## src/rtl/serializador_resultado.sv

```systemverilog
// Result matrix serializer: captures a packed DIM x DIM signed matrix on a start
// pulse and streams it row-major, one element per valid/ready handshake.
// Optional feature macro: MATRIZ_TAMANHO_EN (stream only the top-left size x size block).
module serializador_resultado #(
    parameter int unsigned ELEM_W = 8,
    parameter int unsigned DIM    = 5,
    parameter int unsigned IDX_W  = 5
) (
    input  logic                        clk,
    input  logic                        rst,
    input  logic                        start,
    input  logic [DIM*DIM*ELEM_W-1:0]   matriz_in,
    input  logic [2:0]                  size_in,
    output logic [ELEM_W-1:0]           dado_out,
    output logic [IDX_W-1:0]            idx_out,
    output logic                        valid_out,
    input  logic                        ready_in,
    output logic                        last_out,
    output logic                        busy,
    output logic                        done
);

    localparam int unsigned MAT_W = DIM * DIM * ELEM_W;

    typedef enum logic [1:0] {StIdle, StSend, StFim} state_e;

    state_e              state_q, state_d;
    logic [MAT_W-1:0]    shadow_q, shadow_d;
    logic [2:0]          row_q, row_d;
    logic [2:0]          col_q, col_d;
    logic [ELEM_W-1:0]   dado_q, dado_d;
    logic [IDX_W-1:0]    idx_q, idx_d;
    logic                valid_q, valid_d;
    logic                last_q, last_d;
    logic                busy_q, busy_d;
    logic                done_q, done_d;

    // Active size for the current stream and the value captured on start.
    logic [2:0]          size_cur;
    logic [2:0]          size_cap;

`ifdef MATRIZ_TAMANHO_EN
    logic [2:0]          size_q, size_d;

    // Out-of-range sizes (0, 1, above DIM) fall back to the full matrix.
    always_comb begin
        if (size_in >= 3'd2 && size_in <= 3'(DIM)) begin
            size_cap = size_in;
        end else begin
            size_cap = 3'(DIM);
        end
    end

    assign size_cur = size_q;

    // Size register, captured together with the matrix.
    always_ff @(posedge clk or posedge rst) begin
        if (rst) begin
            size_q <= 3'(DIM);
        end else begin
            size_q <= size_d;
        end
    end

    // Size only changes on an accepted start.
    always_comb begin
        size_d = size_q;
        if (state_q == StIdle && start) begin
            size_d = size_cap;
        end
    end
`else
    logic unused_size_in;

    assign unused_size_in = ^size_in;
    assign size_cap       = 3'(DIM);
    assign size_cur       = 3'(DIM);
`endif

    function automatic logic [IDX_W-1:0] idx_of(input logic [2:0] r, input logic [2:0] c);
        return IDX_W'(32'(r) * DIM + 32'(c));
    endfunction

    logic [2:0]        row_nx;
    logic [2:0]        col_nx;
    logic [IDX_W-1:0]  idx_nx;
    logic              last_nx;

    // Position of the beat that follows the current one in the active block.
    always_comb begin
        row_nx = row_q;
        col_nx = col_q + 3'd1;
        if (col_q == size_cur - 3'd1) begin
            col_nx = 3'd0;
            row_nx = row_q + 3'd1;
        end
        idx_nx  = idx_of(row_nx, col_nx);
        last_nx = (row_nx == size_cur - 3'd1) && (col_nx == size_cur - 3'd1);
    end

    // Next-state and next-output logic; all outputs come from registers.
    always_comb begin
        state_d  = state_q;
        shadow_d = shadow_q;
        row_d    = row_q;
        col_d    = col_q;
        dado_d   = dado_q;
        idx_d    = idx_q;
        valid_d  = valid_q;
        last_d   = last_q;
        busy_d   = busy_q;
        done_d   = 1'b0;

        unique case (state_q)
            StIdle: begin
                if (start) begin
                    shadow_d = matriz_in;
                    row_d    = 3'd0;
                    col_d    = 3'd0;
                    dado_d   = matriz_in[ELEM_W-1:0];
                    idx_d    = '0;
                    valid_d  = 1'b1;
                    last_d   = (size_cap == 3'd1);
                    busy_d   = 1'b1;
                    state_d  = StSend;
                end
            end
            StSend: begin
                if (ready_in) begin
                    if (last_q) begin
                        valid_d = 1'b0;
                        last_d  = 1'b0;
                        done_d  = 1'b1;
                        state_d = StFim;
                    end else begin
                        row_d  = row_nx;
                        col_d  = col_nx;
                        idx_d  = idx_nx;
                        dado_d = shadow_q[32'(idx_nx) * ELEM_W +: ELEM_W];
                        last_d = last_nx;
                    end
                end
            end
            StFim: begin
                busy_d  = 1'b0;
                state_d = StIdle;
            end
            default: begin
                valid_d = 1'b0;
                last_d  = 1'b0;
                busy_d  = 1'b0;
                state_d = StIdle;
            end
        endcase
    end

    // FSM state, shadow matrix and registered outputs.
    always_ff @(posedge clk or posedge rst) begin
        if (rst) begin
            state_q  <= StIdle;
            shadow_q <= '0;
            row_q    <= 3'd0;
            col_q    <= 3'd0;
            dado_q   <= '0;
            idx_q    <= '0;
            valid_q  <= 1'b0;
            last_q   <= 1'b0;
            busy_q   <= 1'b0;
            done_q   <= 1'b0;
        end else begin
            state_q  <= state_d;
            shadow_q <= shadow_d;
            row_q    <= row_d;
            col_q    <= col_d;
            dado_q   <= dado_d;
            idx_q    <= idx_d;
            valid_q  <= valid_d;
            last_q   <= last_d;
            busy_q   <= busy_d;
            done_q   <= done_d;
        end
    end

    assign dado_out  = dado_q;
    assign idx_out   = idx_q;
    assign valid_out = valid_q;
    assign last_out  = last_q;
    assign busy      = busy_q;
    assign done      = done_q;

endmodule
```

## config.mk

```make
export PLATFORM = sky130hd
export DESIGN_NAME = serializador_resultado
export DESIGN_NICKNAME = d
export VERILOG_FILES = /design/src/rtl/serializador_resultado.sv
export SDC_FILE = /design/constraint.sdc
export NUM_CORES = 1
export LEC_CHECK = 0
export CORE_UTILIZATION = 47
export CTS_CLUSTER_DIAMETER = 100
export DETAILED_ROUTE_END_ITERATION = 10
export PLACE_DENSITY = 0.81
export SYNTH_ARGS = -nofsm -noshare
export SYNTH_HDL_FRONTEND = slang
export SYNTH_SLANG_ARGS = --single-unit
```

## constraint.sdc

```tcl
create_clock -name clk -period 8.45 [get_ports clk]
set_clock_uncertainty 0.15 [all_clocks]
set_input_delay 1.69 -clock clk [delete_from_list [all_inputs] [get_ports clk]]
set_output_delay 1.69 -clock clk [all_outputs]
set_load 0.02 [all_outputs]
```

# After elaboration in Yosys (flattened, before gate mapping)
# Cells that the tools add are included.
[totals] register_bits=225 input_bits=207 out_inout_bits=17 word_cells=68
[classes] addsub=3 multipliers=1 n_eq_ne=9 n_shift=1 n_mux=33 n_bitwise=2 n_reduce_logical=9
[op_table] op="$shiftx 200x9->8" count=1
[op_table] op="$mux 8" count=3
[op_table] op="$mux 3" count=7
[op_table] op="$pmux 8 s2" count=1
[op_table] op="$mux 5" count=3
[op_table] op="$pmux 3 s2" count=2
[op_table] op="$pmux 5 s2" count=1
[op_table] op="$eq 3x3->1 const B" count=3
[op_table] op="$mux 1" count=9
[op_table] op="$ne 2x2->1 const B" count=4
[op_table] op="$reduce_and 4->1" count=2
[op_table] op="$add 3x1->3 const B" count=2
[op_table] op="$mux 2" count=3
[op_table] op="$pmux 1 s3" count=2
[op_table] op="$reduce_and 3->1" count=2
[op_table] op="$add 5x3->5" count=1
[op_table] op="$mul 3x3->5 const B" count=1
[op_table] op="$pmux 2 s2" count=1
[op_table] op="$reduce_and 2->1" count=2
[op_table] op="$eq 2x1->1 const B" count=1
[op_table] op="$eq 2x2->1 const B" count=1
[op_table] op="$logic_not 2->1" count=1
[op_table] op="$not 1->1" count=2
[op_table] op="$pmux 1 s2" count=1
[op_table] op="2 further kinds" count=2

# Longest topological paths before layout
# Gate-level depths: netlist of the first run.
[depth] ltp_word=8 mapped_depth=16 mapped_depth_nobuf=14

# Worst setup path before layout of the first run
# Ideal clock, no wire load.
[synth_timing] path_kind="flip-flop to flip-flop" startpoint="register row_q[0]" endpoint="register dado_q[0] (netlist: dado_out[0])" setup_ps=94 t_arrival_ps=3783 t_required_ps=8206 path_slack_ps=4423 stages_incl_launch_ff=16 n_path_buf=5 period_less_slack_ps=4027 path_cell_list="dfrtp_1 buf_2 buf_2 buf_1 xnor2_1 ha_1 ha_1 fa_1 buf_2 or2_2 clkbuf_1 or4_1 o311ai_0 a211o_1 o21a_1 a221oi_2"
[synth_between] elab_chain_len=8
[synth_lines] item="from (decl)" line_no="29" text="logic [2:0] row_q, row_d;"
[synth_lines] item="from (signal assigned)" line_no="173" text="row_q <= row_d;"
[synth_lines] item="$add 3x1->3" line_no="95" text="row_nx = row_q + 3'd1;"
[synth_lines] item="$mux 3 (*)" line_no="93" text="if (col_q == size_cur - 3'd1) begin"
[synth_lines] item="$mul 3x3->5 (*)" line_no="81" text="return IDX_W'(32'(r) * DIM + 32'(c));"
[synth_lines] item="$add 5x3->5 (*)" line_no="81"
[synth_lines] item="$shiftx 200x9->8 (*)" line_no="139" text="dado_d = shadow_q[32'(idx_nx) * ELEM_W +: ELEM_W];"
[synth_lines] item="$mux 8 (*)" line_no="130" text="if (last_q) begin"
[synth_lines] item="$mux 8 (*)" line_no="129" text="if (ready_in) begin"
[synth_lines] item="$pmux 8 s2 (*)" line_no="114" text="unique case (state_q)"
[synth_lines] item="to (signal assigned)" line_no="175" text="dado_q <= dado_d;"
[synth_lines] item="to (decl)" line_no="31" text="logic [ELEM_W-1:0] dado_q, dado_d;"
# Every way passes the cells marked *; elsewhere a longest branch is shown, timed or not. The select of a mux whose other input is x is not followed.
# A chain may end at the register's enable or synchronous reset.

# Worst setup path in the final report of the first run
[layout_timing] startpoint="register col_q[0]" endpoint="register dado_q[3] (netlist: dado_out[3])"
[layout_between] elab_chain_len=8 elab_cells_between_ends=10 classes_between="2 x add/sub; 1 x mul; 1 x eq/ne; 1 x shift; 5 x mux"
[layout_lines] item="from (decl)" line_no="30" text="logic [2:0] col_q, col_d;"
[layout_lines] item="from (signal assigned)" line_no="174" text="col_q <= col_d;"
[layout_lines] item="$eq 3x3->1" line_no="93"
[layout_lines] item="$mux 3" line_no="93"
[layout_lines] item="$mul 3x3->5" line_no="81"
[layout_lines] item="$add 5x3->5 (*)" line_no="81"
[layout_lines] item="$shiftx 200x9->8 (*)" line_no="139"
[layout_lines] item="$mux 8 (*)" line_no="130"
[layout_lines] item="$mux 8 (*)" line_no="129"
[layout_lines] item="$pmux 8 s2 (*)" line_no="114"
# Marks and branches as above.

==> run summary, run 1 <==
top cells by instance count after synthesis: nand2_1, dfrtp_1, clkbuf_1
HPWL Detailed: 24200 microns
Synth Instances: 1320
mapped cell area: 11100 sq um
Worst setup SP type: flip-flop
PD cells: 450 nW/um^2
status: finished clean
Internal: 3400 uW
root buffer cell: clkbuf_16
first-pass GRT wire length: 54200 microns
R2R Path End: dado_out[3]
H-tree Lvls: 1
initial antenna violation count: 0
VDD IR max: 453 uV
WHS: 0.320 ns
max_cap viols: 0
Synth area leader: dfrtp_1
Layout Cells excl Fill: 1824
Worst Hold Class: flip-flop to flip-flop
Core Area: 22900 sq um
clock transition at the registers of the reported paths: 0.06 ns
Final min period: 5.32 ns
DIE HEIGHT: 156 microns
commonest register cell after synthesis: dfrtp_1
Setup crit start: col_q[0]
cts hold-fix bufs: 0
Psw: 3030 uW
worst setup path endpoint: dado_out[3]
critical path capture point type: flip-flop
vias in the first global route: 10100
row count: 55
CTS Sinks: 225
DRT iter0 DRCs: 1160
Layout Nets: 1712
Inserted Clock Buffers: 25
final setup vio count: 0
Post-DP Area: 13400 sq um
R2R setup slack: 3.13 ns
fmax: 0.188 GHz
number of placed instances with taps included: 1780
Post-Syn Nets: 1538
Post-synth EDFFs: 0
Net Sw Frac: 47.1%
Max Fanout on Critical Path: 35
Tightest Pin Transition: 1.14 ns
Initial Util: 48.4%
Post-CTS Setup Inserts: 0
RSZ-0062 raised after global routing: false
Seq/Total Area, Yosys: 50.7%
Gate power share: 56.1%
Total Power: 6440 uW
Finished Cell Area: 14300 sq um
Register-to-Register Path Depth: 16
Hold Violations, Final: 0
YS warnings: 0
Synth cell types: 69
Slew Limit Fails: 0
reg2reg start: col_q[0]
die area: 24200 sq um
post-route ant nets: 0
share of the synthesized area in the top cell type: 50.7%
post-cts gate resize count: 0
clock power share: 17.8%
Total Routing Usage GR: 29.0%
worst endpoint required time: 8.77 ns
slew margin rel.: 24.3%
DRC Markers: 0
Clock Path Buffers: 3
TritonCTS clock tree: done
number of detailed-route iterations in the first pass: 6
asr flop ratio synth: 100%
Buffers on Ports: 220
WP data arrival: 5.64 ns
register bit count reported by yosys: 225
critical setup path kind: flip-flop to flip-flop
routability cong.: 0.934
P&R area growth vs syn: 28.9%
die span in x: 156 microns
maximum number of pins on one net before global-route repair: 153
share of cells above drive strength 1: 5.89%
Final TNS setup: 0 ns
routed vias/inst: 5.65
leakage: 0.00684 uW
final global-route overflow total: 0
final period utilization: 63.0%
top-count cell post-synth: nand2_1
clock latency on the worst-skew pair: 0.53 ns
final wirelength: 34900 microns
WL/cell: 19.1 microns
Synth area leaders: dfrtp_1, nand2_1, clkbuf_1
n_diodes: 0
Avg Cell Area, Syn: 8.41 sq um
IO Count: 224
vias: 10300
Reg power frac: 26.1%
[worst min-delay path by stage]
stage | depth (start not counted) | from | to | slack (ns)
floorplan | 2 | shadow_q[87] | shadow_q[87] | 0.29
finish | 2 | shadow_q[87] | shadow_q[87] | 0.32
detailed placement | 2 | shadow_q[66] | shadow_q[66] | 0.30
global route | 2 | shadow_q[43] | shadow_q[43] | 0.34
CTS | 2 | shadow_q[87] | shadow_q[87] | 0.32
global placement | 2 | shadow_q[18] | shadow_q[18] | 0.30
[area by class of cell]
type,instances,area [sq um]
Sequential cell,225,5630
Multi-Input combinational cell,992,5030
Inverter,16,67.6
Clock buffer,35,743
Timing Repair Buffer,234,2310
Tap cell,313,392
Fill cell,1856,8610
Clock inverter,9,129
[cells by family after synthesis]
family                   after synthesis  share of synthesized area, %
buffers and inverters                103                          4.30
XOR/XNOR                               8                          1.10
AND/OR/NAND/NOR                      770                          27.8
flip-flops                           225                          50.7
AO/OA/AOI/OAI                        167                          10.6
adder cells (fa/ha/maj)               11                          1.31
multiplexers                          36                          4.16
[worst max-delay path, stage by stage (launching register included)]
cell and delay, ns:
dfrtp_1 0.44, inv_1 0.10, ha_1 0.33, nand3_1 0.19, xor2_2 0.29, inv_1 0.11, ha_1 0.31, ha_1 0.32
fa_1 0.49, buf_4 0.39, inv_1 0.27, buf_4 0.28, nor3_1 0.43, o221ai_1 0.21, o32ai_1 0.57, or3_1 0.22
o311a_1 0.17
[power groups by stage]
stage	sequential (uW)	combinational (uW)	clock, uW
3_3_place_gp	1660	3420	0
5_1_grt	1710	3860	1190
3_5_place_dp	1680	3480	0
2_1_floorplan	1640	2360	0
6_report	1680	3610	1150
4_1_cts	1670	3500	1150
[routing by layer]
| layer | wire (microns) | up-vias | GRT usage, % |
|---|---|---|---|
| li1 | - | 4719 | - |
| met1 | 14500 | 4889 | 40.6 |
| met2 | 15500 | 601 | 44.7 |
| met3 | 3590 | 98 | 5.94 |
| met4 | 1250 | 0 | 10.7 |
| met5 | 0 | - | 0 |
[sequential cells by signal (all words and copies together) (netlist names)]
name and count:
last_out 1, idx_out 5, col_q 3, dado_out 8, row_q 3, done 1, shadow_q 200, state_q 2
busy 1, valid_out 1
[layout by cell type (no fill, tap or decap), types with 12 or more instances in the layout]
master and n:
nand2_1 656, inv_1 13, or3_1 18, o221ai_1 13, buf_4 14, clkdlybuf4s50_1 220, a21oi_1 26, dfrtp_1 225
nor2_1 25, o21ai_0 27, a31oi_1 15, o22ai_1 18, clkbuf_16 25, a211oi_1 12, nor3_1 20, mux2i_1 18
[through the flow]
step	setup WS, ns	utilization (%)
floorplan	0.447	-
global placement	3.46	58.6
detailed placement	3.31	58.6
CTS	3.29	62.4
global route	2.96	62.4
finish	3.13	62.4
(Power assumes the default switching activity.)
==> inputs of run 2 (changes only) <==
--- a/config.mk
+++ b/config.mk
@@ -5,10 +5,10 @@
 export SDC_FILE = /design/constraint.sdc
 export NUM_CORES = 1
 export LEC_CHECK = 0
-export CORE_UTILIZATION = 47
+export CORE_UTILIZATION = 52
 export CTS_CLUSTER_DIAMETER = 100
 export DETAILED_ROUTE_END_ITERATION = 10
-export PLACE_DENSITY = 0.81
+export PLACE_DENSITY = 0.85
 export SYNTH_ARGS = -nofsm -noshare
 export SYNTH_HDL_FRONTEND = slang
 export SYNTH_SLANG_ARGS = --single-unit
==> constraint.sdc (replaced) <==
create_clock -name clk -period 4.9 [get_ports clk]
set_clock_uncertainty 0.15 [all_clocks]
set_input_delay 0.98 -clock clk [delete_from_list [all_inputs] [get_ports clk]]
set_output_delay 0.98 -clock clk [all_outputs]
set_load 0.02 [all_outputs]
==> run 2 against run 1 <==
  * The flow now finishes with violations (DRC)
  * Total power is 71% higher
  * Register-to-register slack got worse by 2.9 ns
  * Sequential power grew 75%
  * First-iteration DRC count shrank 3.6%
  * Critical endpoint unchanged
  * Non-clock buffer count up 11
==> run summary, run 2 (synthesis results as in run 1) <==
Register-to-Register Path Depth: 14 (-2)
final wirelength: 34500 microns (-1.3%)
RSZ-0062 raised after global routing: false
root buffer cell: clkbuf_16
slew margin rel.: 32.5% (+8.2 points)
routed vias/inst: 5.78 (+2.2%)
Slew Limit Fails: 0 (unchanged)
cts hold-fix bufs: 0 (unchanged)
area of the multi-input gates: 5020 sq um (-0.15%)
DIE HEIGHT: 148 microns (-4.9%)
clock latency on the worst-skew pair: 0.51 ns (-0.02 ns)
Tightest Pin Transition: 1.00 ns (-0.132 ns)
share of cells above drive strength 1: 6.39% (+0.50 points)
VDD IR max: 656 uV (+45%)
post-route ant nets: 0 (unchanged)
Layout Nets: 1721 (+0.53%)
WP data arrival: 4.94 ns (-0.70 ns)
Inserted Clock Buffers: 23 (-8.0%)
Buffers on Ports: 220 (unchanged)
DRC Markers: 1 (+1)
P&R area growth vs syn: 28.9% (unchanged)
H-tree Lvls: 1 (unchanged)
PD cells: 772 nW/um^2 (+71%)
CTS Sinks: 225 (unchanged)
clock transition at the registers of the reported paths: 0.07 ns (about the same)
failing checks: DRC
final period utilization: 95.0% (+32 points)
max_cap viols: 0 (unchanged)
initial antenna violation count: 1 (+1)
Final TNS setup: 0 ns (unchanged)
Clock Path Buffers: 3 (unchanged)
sequential standard cell area: 5630 sq um (unchanged)
most frequent cells in the layout: nand2_1, dfrtp_1, clkdlybuf4s50_1
WHS: 0.323 ns (+0.00258 ns)
critical setup path kind: flip-flop to flip-flop
PnR worst setup slack: 0.244 ns (-2.88 ns)
critical path capture point type: flip-flop
status: finished with violations
worst endpoint required time: 5.19 ns (-3.58 ns)
Place WS: 0.452 ns (-2.86 ns)
maximum number of pins on one net before global-route repair: 152 (-0.65%)
leakage: 0.00686 uW (+0.33%)
DRT iter0 DRCs: 1118 (-3.6%)
Worst setup SP type: flip-flop
WL/cell: 19.2 microns (+0.38%)
R2R setup slack: 0.24 ns (-2.88 ns)
Worst Hold Class: flip-flop to flip-flop
final setup vio count: 0 (unchanged)
die area: 21900 sq um (-9.5%)
first-pass GRT wire length: 53600 microns (-1.1%)
fmax: 0.215 GHz (+14%)
Finished Cell Area: 14300 sq um (unchanged)
vias: 10400 (+0.52%)
Total Routing Usage GR: 31.9% (+2.8 points)
Final min period: 4.66 ns (-0.667 ns)
number of placed instances with taps included: 1753 (-1.5%)
Post-CTS Setup Inserts: 0 (unchanged)
most common cell after layout, fill and taps aside: nand2_1
number of detailed-route iterations in the first pass: 9 (+3)
reg2reg start: col_q[0]
Hold Violations, Final: 0 (unchanged)
die span in x: 148 microns (-4.9%)
Largest register FFs: 200 (unchanged)
n_diodes: 0 (unchanged)
TritonCTS clock tree: done
vias in the first global route: 10100 (+0.0099%)
R2R Path End: dado_out[3]
Core Area: 21000 sq um (-8.6%)
worst setup path endpoint: dado_out[3]
row count: 53 (-3.6%)
largest reg by FF count: shadow_q
Layout Cells excl Fill: 1794 (-1.6%)
Initial Util: 53.0% (+4.5 points)
routability cong.: 0.915 (-2.1%)
post-cts gate resize count: 0 (unchanged)
Post-DP Area: 13500 sq um (+0.64%)
final global-route overflow total: 0 (unchanged)
Setup crit start: col_q[0]
Max Fanout on Critical Path: 7 (-80%)
Filler Cells Inserted: 1598 (-14%)
IO Count: 224 (unchanged)
HPWL Detailed: 24200 microns (+0.25%)
==> run 2: cell count changes in the layout (fill, tap and decap cells not counted), sizes merged <==
cell,delta
buf,+11
bufinv,-1
clkbuf,-4
clkinv,+1
clkinvlp,+3
inv,-2
==> run 2: final cells by class <==
class / count / share of cell area, %
clock buffers: 31 / 4.72
clock inverters: 10 / 0.770
inverters: 16 / 0.446
multi-input cells: 992 / 35.1
flip-flops and latches: 225 / 39.4
well taps: 275 / 2.41
repair buffers: 245 / 17.1
==> run 2: how the worst min path moves through the flow <==
stage	startpoint	end	depth (start not counted)
floorplan	shadow_q[87]	shadow_q[87]	2
global placement	shadow_q[3]	shadow_q[3]	2
detailed placement	shadow_q[74]	shadow_q[74]	2
CTS	shadow_q[74]	shadow_q[74]	2
global route	shadow_q[122]	shadow_q[122]	2
finish	shadow_q[74]	shadow_q[74]	2
==> run 2: worst max-delay path: stages (launching register included) <==
cell and delay, ns:
dfrtp_1 0.42, inv_1 0.09, ha_1 0.33, nand3_1 0.18, xor2_2 0.27, inv_1 0.11, ha_1 0.31, ha_1 0.32
fa_1 0.65, inv_1 0.12, nor3_1 0.37, o221ai_1 0.22, o32ai_1 0.68, or3_1 0.21, o311a_1 0.16
==> run 2: report_power, final <==
part	switching, uW	internal [uW]	leakage [uW]
Combinational	3940	2340	0.00369
Sequential	461	2480	0.00280
Clock	738	1070	0.000379
==> run 2: through the flow <==
step	util, %	power [uW]
after CTS	68.2	10800
final	68.2	11000
after global placement	64.5	8790
after global routing	68.2	11600
after detailed placement	64.5	8950
after floorplan	-	6910
==> run 2: per-layer routing <==
metal	share of wire [%]	vias to the layer above	global-route usage (%)
met4	4.4	2	13.7
met1	40	4914	42.8
met2	45	595	49.2
met5	0.029	-	0
met3	11	110	8.07
li1	-	4740	-
==> inputs of run 3 (changes only) <==
--- a/config.mk
+++ b/config.mk
@@ -5,10 +5,12 @@
 export SDC_FILE = /design/constraint.sdc
 export NUM_CORES = 1
 export LEC_CHECK = 0
-export CORE_UTILIZATION = 52
+export CORE_ASPECT_RATIO = 1.25
+export CORE_UTILIZATION = 54
+export CTS_BUF_LIST = sky130_fd_sc_hd__clkbuf_8
 export CTS_CLUSTER_DIAMETER = 100
 export DETAILED_ROUTE_END_ITERATION = 10
-export PLACE_DENSITY = 0.85
+export PLACE_DENSITY = 0.87
 export SYNTH_ARGS = -nofsm -noshare
 export SYNTH_HDL_FRONTEND = slang
 export SYNTH_SLANG_ARGS = --single-unit
==> run 3 against run 2 <==
  * The run now ends clean
  * Critical path depth up 1
  * Via count up 1.5%
  * Combinational power down 2%
  * Register-to-register slack better by 0.19 ns
  * Count of clock-buffer cells in the layout up 11
  * Maximum frequency up 4.2%
  * Non-clock buffer count down 1
  * Largest power group unchanged
==> run summary, run 3 (synthesis results as in run 1) <==
status: finished clean
vias in the first global route: 10300 (+2.3%)
row count: 58 (+9.4%)
Initial Util: 55.2% (+2.2 points)
WP data arrival: 4.71 ns (-0.23 ns)
Register-to-Register Path Depth: 15 (+1)
H-tree Lvls: 2 (+1)
Hold Violations, Final: 0 (unchanged)
post-route ant nets: 0 (unchanged)
VDD IR max: 504 uV (-23%)
DRT iter0 DRCs: 1373 (+23%)
post-cts gate resize count: 0 (unchanged)
Worst Hold Class: flip-flop to flip-flop
Core Area: 20100 sq um (-4.1%)
HPWL Detailed: 24100 microns (-0.60%)
final global-route overflow total: 0 (unchanged)
vias: 10500 (+1.5%)
TritonCTS clock tree: done
P&R area growth vs syn: 28.2%
Buffers on Ports: 220 (unchanged)
PnR worst setup slack: 0.431 ns (+0.188 ns)
Final Util: 70.8% (+2.5 points)
WL/cell: 19.0 microns (-1.0%)
Final TNS setup: 0 ns (unchanged)
Layout Nets: 1733 (+0.70%)
Tightest Pin Transition: 0.958 ns (-0.0461 ns)
routability cong.: 0.936 (+2.3%)
DIE HEIGHT: 162 microns (+9.6%)
critical path capture point type: flip-flop
final setup vio count: 0 (unchanged)
Total Power: 10800 uW (-2.2%)
most frequent cells in the layout: nand2_1, dfrtp_1, clkdlybuf4s50_1
share of cells above drive strength 1: 6.71% (+0.33 points)
n_diodes: 0 (unchanged)
Worst setup SP type: flip-flop
final period utilization: 91.2% (-3.8 points)
routed vias/inst: 5.83 (+0.98%)
PD cells: 759 nW/um^2 (-1.7%)
most common cell after layout, fill and taps aside: nand2_1
number of detailed-route iterations in the first pass: 8 (-1)
IO Count: 224 (unchanged)
final wirelength: 34300 microns (-0.49%)
Final min period: 4.47 ns (-0.188 ns)
maximum number of pins on one net before global-route repair: 130 (-14%)
slew margin rel.: 35.6% (+3.1 points)
initial antenna violation count: 0 (-1)
worst endpoint required time: 5.14 ns (-0.05 ns)
die span in x: 130 microns (-12%)
CTS Sinks: 225 (unchanged)
Largest register FFs: 200 (unchanged)
DRC Markers: 0 (-1)
Inserted Clock Buffers: 36 (+57%)
leakage: 0.00688 uW (+0.20%)
WHS: 0.322 ns (-0.00116 ns)
largest reg by FF count: shadow_q
root buffer cell: clkbuf_8
Slew Limit Fails: 0 (unchanged)
Max Fanout on Critical Path: 9 (+2)
first-pass GRT wire length: 53200 microns (-0.84%)
fmax: 0.224 GHz (+4.2%)
hold-critical path depth: 2 (unchanged)
Clock Path Buffers: 3 (unchanged)
cts hold-fix bufs: 0 (unchanged)
clock transition at the registers of the reported paths: 0.06 ns (about the same)
max_cap viols: 0 (unchanged)
die area: 21100 sq um (-3.6%)
Total Routing Usage GR: 33.2% (+1.4 points)
RSZ-0062 raised after global routing: false
clock latency on the worst-skew pair: 0.55 ns (+0.04 ns)
Post-CTS Setup Inserts: 0 (unchanged)
Place WS: 0.574 ns (+0.122 ns)
critical setup path kind: flip-flop to flip-flop
## run 3: changes by cell type in the layout (fill, tap and decap cells not counted), sizes merged
cell and change:
buf -1, bufinv +1, clkbuf +11, clkinv -4, clkinvlp -2, inv +10
## run 3: worst max-delay path, stage by stage (launching register included)
cell and delay, ns:
dfrtp_1 0.44, inv_1 0.10, ha_1 0.33, nand3_1 0.17
xor2_2 0.27, inv_1 0.10, ha_1 0.32, ha_1 0.32
fa_1 0.58, buf_4 0.19, nand2_1 0.21, or3_1 0.42
o21ai_0 0.19, a31oi_1 0.08, a31oi_1 0.38, a211oi_1 0.08
## run 3: area by class of cell
class / instances / area (sq um)
Multi-Input combinational cell: 992 / 5020
Tap cell: 270 / 338
Clock buffer: 42 / 578
Fill cell: 1477 / 5880
Clock inverter: 15 / 143
Timing Repair Buffer: 244 / 2440
Sequential cell: 225 / 5630
Inverter: 16 / 63.8
## run 3: metrics by stage
stage,std cells,area [sq um]
2_1_floorplan,1320,11100
3_3_place_gp,1747,13500
3_5_place_dp,1747,13500
4_1_cts,1804,14200
5_1_grt,1804,14200
6_report,1804,14200
## run 3: power breakdown
| part | leakage (uW) | total, uW | switching (uW) | internal (uW) |
|---|---|---|---|---|
| registers | 0.00280 | 2930 | 443 | 2480 |
| clock network | 0.000398 | 1680 | 748 | 930 |
| logic | 0.00368 | 6180 | 3870 | 2310 |
## run 3: worst paths after layout
kind | slack (ns) | end | from
min | 0.32 | shadow_q[69] | shadow_q[69]
min reg2reg | 0.32 | shadow_q[69] | shadow_q[69]
min in group asynchronous | 0.81 | idx_out[1] | rst
max in group asynchronous | 3.20 | shadow_q[90] | rst
max reg2reg | 0.43 | dado_out[1] | col_q[0]
max | 0.43 | dado_out[1] | col_q[0]
## run 3: routing by layer
layer	track usage (%)	part of all wire, %	up-vias
met4	22.1	7.2	0
met5	0	0	-
li1	-	-	4765
met1	40.7	36	4946
met2	53.5	48	647
met3	5.93	8.9	163
